==> src/rtl/operand_issue.sv <==
// Operand issue stage: reads the register file for decoded instructions, bypasses
// same-cycle writeback data, stalls on pending destinations and registers operands for execute.
module operand_issue #(
  parameter int DATA_W = 16,
  parameter int ADDR_W = 3,
  parameter int OP_W   = 4
) (
  input  logic              clk,
  input  logic              rst,
  input  logic              dec_valid,
  output logic              dec_ready,
  input  logic [ADDR_W-1:0] dec_rs1,
  input  logic [ADDR_W-1:0] dec_rs2,
  input  logic [ADDR_W-1:0] dec_rd,
  input  logic              dec_wen,
  input  logic [OP_W-1:0]   dec_op,
  output logic [ADDR_W-1:0] rf_rega,
  output logic [ADDR_W-1:0] rf_regb,
  input  logic [DATA_W-1:0] rf_read1,
  input  logic [DATA_W-1:0] rf_read2,
  output logic              rf_write_en,
  output logic [ADDR_W-1:0] rf_wreg,
  output logic [DATA_W-1:0] rf_writedata,
  input  logic              wb_valid,
  input  logic [ADDR_W-1:0] wb_rd,
  input  logic [DATA_W-1:0] wb_data,
  output logic              ex_valid,
  input  logic              ex_ready,
  output logic [DATA_W-1:0] ex_a,
  output logic [DATA_W-1:0] ex_b,
  output logic [ADDR_W-1:0] ex_rd,
  output logic              ex_wen,
  output logic [OP_W-1:0]   ex_op
);

  localparam int unsigned NREG = 1 << ADDR_W;

  logic [NREG-1:0]   r_pending;
  logic [NREG-1:0]   w_clr;
  logic [NREG-1:0]   w_set;
  logic [NREG-1:0]   w_busy;
  logic              w_hazard;
  logic              w_accept;
  logic [DATA_W-1:0] w_opa;
  logic [DATA_W-1:0] w_opb;

  logic              r_ex_valid;
  logic [DATA_W-1:0] r_ex_a;
  logic [DATA_W-1:0] r_ex_b;
  logic [ADDR_W-1:0] r_ex_rd;
  logic              r_ex_wen;
  logic [OP_W-1:0]   r_ex_op;

  assign rf_rega      = dec_rs1;
  assign rf_regb      = dec_rs2;
  assign rf_write_en  = wb_valid & ~rst;
  assign rf_wreg      = wb_rd;
  assign rf_writedata = wb_data;

  // The regfile write lands at the edge, after the combinational read, so forward it here.
  assign w_opa = (wb_valid && (wb_rd == dec_rs1)) ? wb_data : rf_read1;
  assign w_opb = (wb_valid && (wb_rd == dec_rs2)) ? wb_data : rf_read2;

  assign w_accept = dec_valid & dec_ready;

  always_comb begin
    w_clr = '0;
    w_set = '0;
    for (int unsigned i = 0; i < NREG; i++) begin
      w_clr[i] = wb_valid && (wb_rd == ADDR_W'(i));
      w_set[i] = w_accept && dec_wen && (dec_rd == ADDR_W'(i));
    end
  end

  assign w_busy    = r_pending & ~w_clr;
  assign w_hazard  = w_busy[dec_rs1] | w_busy[dec_rs2] | (dec_wen & w_busy[dec_rd]);
  assign dec_ready = ~rst & ~w_hazard & (~r_ex_valid | ex_ready);

  always_ff @(posedge clk) begin
    if (rst) begin
      r_pending  <= '0;
      r_ex_valid <= 1'b0;
      r_ex_a     <= '0;
      r_ex_b     <= '0;
      r_ex_rd    <= '0;
      r_ex_wen   <= 1'b0;
      r_ex_op    <= '0;
    end else begin
      // A set on the same register as a clear wins: the new writer owns it.
      r_pending <= (r_pending & ~w_clr) | w_set;
      if (w_accept) begin
        r_ex_valid <= 1'b1;
        r_ex_a     <= w_opa;
        r_ex_b     <= w_opb;
        r_ex_rd    <= dec_rd;
        r_ex_wen   <= dec_wen;
        r_ex_op    <= dec_op;
      end else if (ex_ready) begin
        r_ex_valid <= 1'b0;
      end
    end
  end

  assign ex_valid = r_ex_valid;
  assign ex_a     = r_ex_a;
  assign ex_b     = r_ex_b;
  assign ex_rd    = r_ex_rd;
  assign ex_wen   = r_ex_wen;
  assign ex_op    = r_ex_op;

endmodule
==> config.mk <==
export PLATFORM = sky130hd
export DESIGN_NAME = operand_issue
export DESIGN_NICKNAME = d
export VERILOG_FILES = /design/src/rtl/operand_issue.sv
export SDC_FILE = /design/constraint.sdc
export NUM_CORES = 1
export LEC_CHECK = 0
export ABC_AREA = 1
export ABC_CLOCK_PERIOD_IN_PS = 3400
export CORE_MARGIN = 10
export CORE_UTILIZATION = 40
export CTS_CLUSTER_DIAMETER = 120
export CTS_CLUSTER_SIZE = 25
export DETAILED_ROUTE_END_ITERATION = 6
export GPL_TIMING_DRIVEN = 1
export PLACE_DENSITY = 0.79
export SLEW_MARGIN = 10
export SYNTH_ARGS = -nofsm -noshare
export SYNTH_HDL_FRONTEND = slang
export SYNTH_SLANG_ARGS = --single-unit
==> constraint.sdc <==
create_clock -name clk -period 3.4 [get_ports clk]
set_clock_uncertainty 0.1 [all_clocks]
set_input_delay 0.68 -clock clk [delete_from_list [all_inputs] [get_ports clk]]
set_output_delay 0.68 -clock clk [all_outputs]
set_load 0.02 [all_outputs]
* After elaboration in Yosys (flattened, before gate mapping)
Index checks and enable logic that the tools add are counted.
Operators by class: eq/ne operators 16, reduce and logical (&&, ||, !) cells 22, magnitude comparators 3, muxes and demuxes 10, bitwise logic cells 14
Operators by type and width (count):
- two-way mux 16 bit | 2
- equality test 3 bit (second input constant) | 8
- logical AND 1 bit | 19
- equality test 3 x 2 -> 1 bit (second input constant) | 4
- less-than comparator 3 x 4 -> 1 bit (second input constant) | 3
- binary-select mux 1 bit (select 3 bit) | 3
- bitwise AND 8 bit | 1
- inverter 8 bit | 1
- bitwise OR 8 bit | 1
- equality test 3 x 1 -> 1 bit (second input constant) | 2
- equality test 3 bit | 2
- zero test 3 bit | 2
- bitwise AND 1 bit | 5
- two-way mux 1 bit | 5
- inverter 1 bit | 3
- bitwise OR 1 bit | 3
- nonzero test 2 bit | 1
Word-level totals: output and inout port bits 68, input port bits 70, logic and storage cells 72, flip-flop bits (word level) 49

* Longest topological paths before layout
depth after elaboration 15, gate-level depth with buffers 16, mapped depth without buffers 15

* Least setup slack after synthesis
No wires, ideal clock.
path kind input-to-output, start input wb_rd[1], end output dec_ready, arrival 1749 ps, buffers on the path 1, stages on the path 10, required time 2620 ps, setup slack 871 ps, cells stage by stage inv_1 -> nand2_1 -> o21ai_2 -> nand2_1 -> nand3_1 -> nand2_1 -> nand2_1 -> nand3_1 -> nor2_4 -> buf_2
Between the ends: cells in the longest elaborated chain, start to end 11, elaborated cells on any way between the ends 30, classes of those cells eq/ne (7); mux (6); bitwise (8); reduce/logical (9)
Ends and longest elaborated chain:
- start: declaration | line 25 | input logic [ADDR_W-1:0] wb_rd,
- equality test 3 x 1 -> 1 bit (tied with other cells) | line 70 | w_clr[i] = wb_valid && (wb_rd == ADDR_W'(i));
- logical AND 1 bit | line 70
- inverter 8 bit * | line 75 | assign w_busy = r_pending & ~w_clr;
- bitwise AND 8 bit * | line 75
- binary-select mux 1 bit (select 3 bit) | line 76 | assign w_hazard = w_busy[dec_rs1] | w_busy[dec_rs2] | (dec_wen & w_busy[dec_rd]);
- two-way mux 1 bit (not written as such) | line 76
- bitwise OR 1 bit or bitwise AND 1 bit (tied branches) | line 76
- bitwise OR 1 bit * | line 76
- inverter 1 bit * | line 77 | assign dec_ready = ~rst & ~w_hazard & (~r_ex_valid | ex_ready);
- bitwise AND 1 bit * (2 in a row) | line 77
- end: declaration | line 11 | output logic dec_ready,
Every way passes the cells marked *; elsewhere a longest branch is shown, timed or not. The select of a mux whose other input is x is not followed.

* Final worst setup path
Ends and elaborated chain as after synthesis.

==> impl_metrics.csv <==
group,metric,value,unit
pwr,power.internal,941,uW
detailed_routing,wl_met3,699,um
status,status,"completed",
timing,max_freq,324,MHz
timing,period_share,90.7,%
global_routing,grt_max_degree,46,
floorplanning,die_h,104,um
pwr,power.clock.fraction,25.0,%
global_routing,grt_overflow,0,
critical_path,critPathArrivalTime,2.30,ns
worst_hold_path,hold_path_depth,2,
timing,rsz0062_at_grt,"no",
detailed_routing,wl_met1,4560,um
place,port_buffers,137,
pwr,power_frac_seq,44.8,%
detailed_routing,top_layer_used,"met4",
finish,nNetsFinal,645,
clock_network,cts_tree,"done",
critical_path,reg2regPathDepth,13,
pwr,powerDensity,316,nW/um2
clock_network,clock_path_buffers,2,
finish,antenna-diode-count,0,
detailed_routing,wl,10300,um
floorplanning,start_util,41.4,%
worst_hold_path,hold_end,"ex_op[0]",
floorplanning,boundaryPins,138,
critical_path,cp-start-kind,"input pin",
place,pre_cts_ws,-0.119,ns
detailed_routing,viasPerCell,4.82,
critical_path,r2r_end,"ex_a[8]",
clock_network,clk_latency,0.30,ns
yosys,yosys.cell_types.count,24,
timing,timing.final.ws_setup,0.318,ns
flow_run,maxCapViolations,0,
yosys,avgSynthCellArea,6.25,um2
detailed_routing,drt-initial-drc-count,140,
global_routing,antenna_found_initial,0,
detailed_routing,vias,3236,
yosys,yosysTopAreaCellShare,34.5,%
clock_network,cts_sinks,49,
detailed_routing,wl_met2,4900,um
global_routing,globalRouteTotalUtil,18.2,%
worst_hold_path,min_from,"ex_op[0]",
critical_path,critPathKind,"input pin to output pin",
detailed_routing,drc,0,
floorplanning,die-area,10900,um2
pwr,p_leak,0.00190,uW
critical_path,crit_path_end_kind,"output pin",
timing,worstMarginPinSlew,0.650,ns
yosys,synth_edf_count,0,
detailed_routing,first_pass_iters,5,
place,gp_routability_congestion,0.889,
yosys,synthTopCellsByArea,"dfxtp_1 (34%), nand2_1 (17%), nand3_1 (7.2%)",
timing,fin_crit,3.08,ns
critical_path,cp.required,2.62,ns
timing,drv_slew,0,
place,place_inst,664,
yosys,yosys-top-cells-count,"nand2_1 (132), inv_1 (51), dfxtp_1 (49)",
place,hpwl,8260,um
worst_hold_path,hold_class,"register to register",
clock_network,cts_setup_buffers,0,
timing,hold_viol_final,0,
pwr,total_power,1360,uW
finish,utilization,62.8,%
finish,drive_gt1_share,6.94,%
finish,area_delta_synth_final,51.6,%
clock_network,cts_buffers,5,
clock_network,htree_levels,2,
finish,final_cells,672,
clock_network,cts-hold-fix-buffers,0,
yosys,yosysTopAreaCell,"dfxtp_1",
yosys,async_flop_share,0,%
yosys,synth_most_common_cell,"nand2_1",
timing,finalSetupViolations,0,
floorplanning,core,6870,um2
yosys,syn_area,2840,um2
critical_path,r2r_start,"r_pending[6]",
pwr,vdd.ir_drop.worst,0.203,mV
floorplanning,die_w,104,um
yosys,netlist_instances,455,
critical_path,crit_fanout,6,
yosys,ys_seq_elements,49,
pwr,p_sw_share,30.9,%
clock_network,cts.clk_slew.worst_paths,0.09,ns
yosys,synth_nets,525,
timing,relSlewSlack,56.5,%
pwr,switchingPower,420,uW
global_routing,grt_pass1_wl,16400,um
detailed_routing,ant_nets,0,
floorplanning,core.rowCount,30,
yosys,yosysWarningCount,0,
critical_path,r2r_setup_slack,1.36,ns
global_routing,grt_pass1_vias,3090,
pwr,comb_power_share,30.2,%
yosys,synth_ff_type,"dfxtp_1",
clock_network,cts-root-buf,"clkbuf_8",
detailed_routing,wl_per_cell,15.3,um
timing,setup_tns,0,ns
yosys,seq_area_frac_synth,34.5,%
layout make-up:
type                    count  area, um2
repair buffers            162       1570
well taps                  96        120
inverters                  51        191
fillers                   656       2560
multi-input cells         306       1370
flip-flops and latches     49        981
clock buffers               7       76.3
clock inverters             1       7.51
critical path, stage by stage:
cell             delay, ns
clkdlybuf4s50_1       0.56
inv_1                 0.12
nor2_1                0.10
nand2_1               0.08
nand2_1               0.11
nand2_1               0.07
nand3_1               0.07
nand3_1               0.08
nand2_1               0.07
nand2_1               0.08
nor2_4                0.10
clkbuf_2              0.17
sequential cells by signal, summed over array words and instances, names as in the netlist:
name,cells
ex_a,16
ex_wen,1
ex_b,16
r_pending,8
ex_rd,3
ex_valid,1
ex_op,4
placed cells by master, fill, tap and decap left out:
master,count
nand4_1,8
o2111ai_2,1
a21oi_1,35
nand3_1,41
clkinvlp_4,1
o21ai_2,3
nor2_2,1
dfxtp_1,49
o21ai_0,34
o211ai_1,2
inv_1,51
nor3_1,2
nand2_1,131
nor2_4,1
o22ai_1,1
o21ai_1,1
clkdlybuf4s50_1,136
a221oi_1,1
buf_4,24
buf_12,1
clkbuf_8,5
nand2_2,2
nor2_1,41
a211oi_1,1
clkbuf_2,1
clkbuf_1,2
per-stage QoR:
step | cell area (um2) | hold slack [ns]
final | 4310 | 0.364
after global routing | 4310 | 0.383
after CTS | 4320 | 0.370
after detailed placement | 4230 | 0.354
after global placement | 4230 | 0.349
after floorplan | 2840 | 0.370
how the worst max path moves through the flow:
stage,from,to,slack (ns),cells past startpoint
4_1_cts,wb_rd[1],dec_ready,0.13,13
5_1_grt,wb_valid,dec_ready,0.1,12
2_1_floorplan,wb_rd[1],dec_ready,0.87,10
3_5_place_dp,wb_rd[1],dec_ready,-0.12,11
3_3_place_gp,wb_rd[2],dec_ready,-0.10,10
6_report,wb_rd[1],dec_ready,0.32,12
timing repair:
action | in CTS | in global routing
endpoints found under the hold margin | 0 | 0
endpoints found under the setup margin | 1 | 1
resized for setup | 1 | 2
per-layer routing:
layer	up-vias	GRT usage [%]
met5	-	0
li1	1658	-
met3	8	3.97
met2	119	29.9
met4	0	4.77
met1	1451	23.4
power groups by stage:
stage	sequential (uW)	clock (uW)	combinational [uW]
after floorplan	650	0	184
after global placement	622	0	408
after detailed placement	623	0	412
after CTS	610	352	413
after global routing	613	380	448
final	610	340	411
logic make-up (layout without fill, tap and decap cells):
logic type	Yosys count	in the layout	synth area share, %
AND/OR/NAND/NOR	227	227	33.0
AO/OA/AOI/OAI	79	79	14.9
flip-flops	49	49	34.5
buffers and inverters	100	221	17.6
No activity file was read; power rests on OpenSTA's default activity.
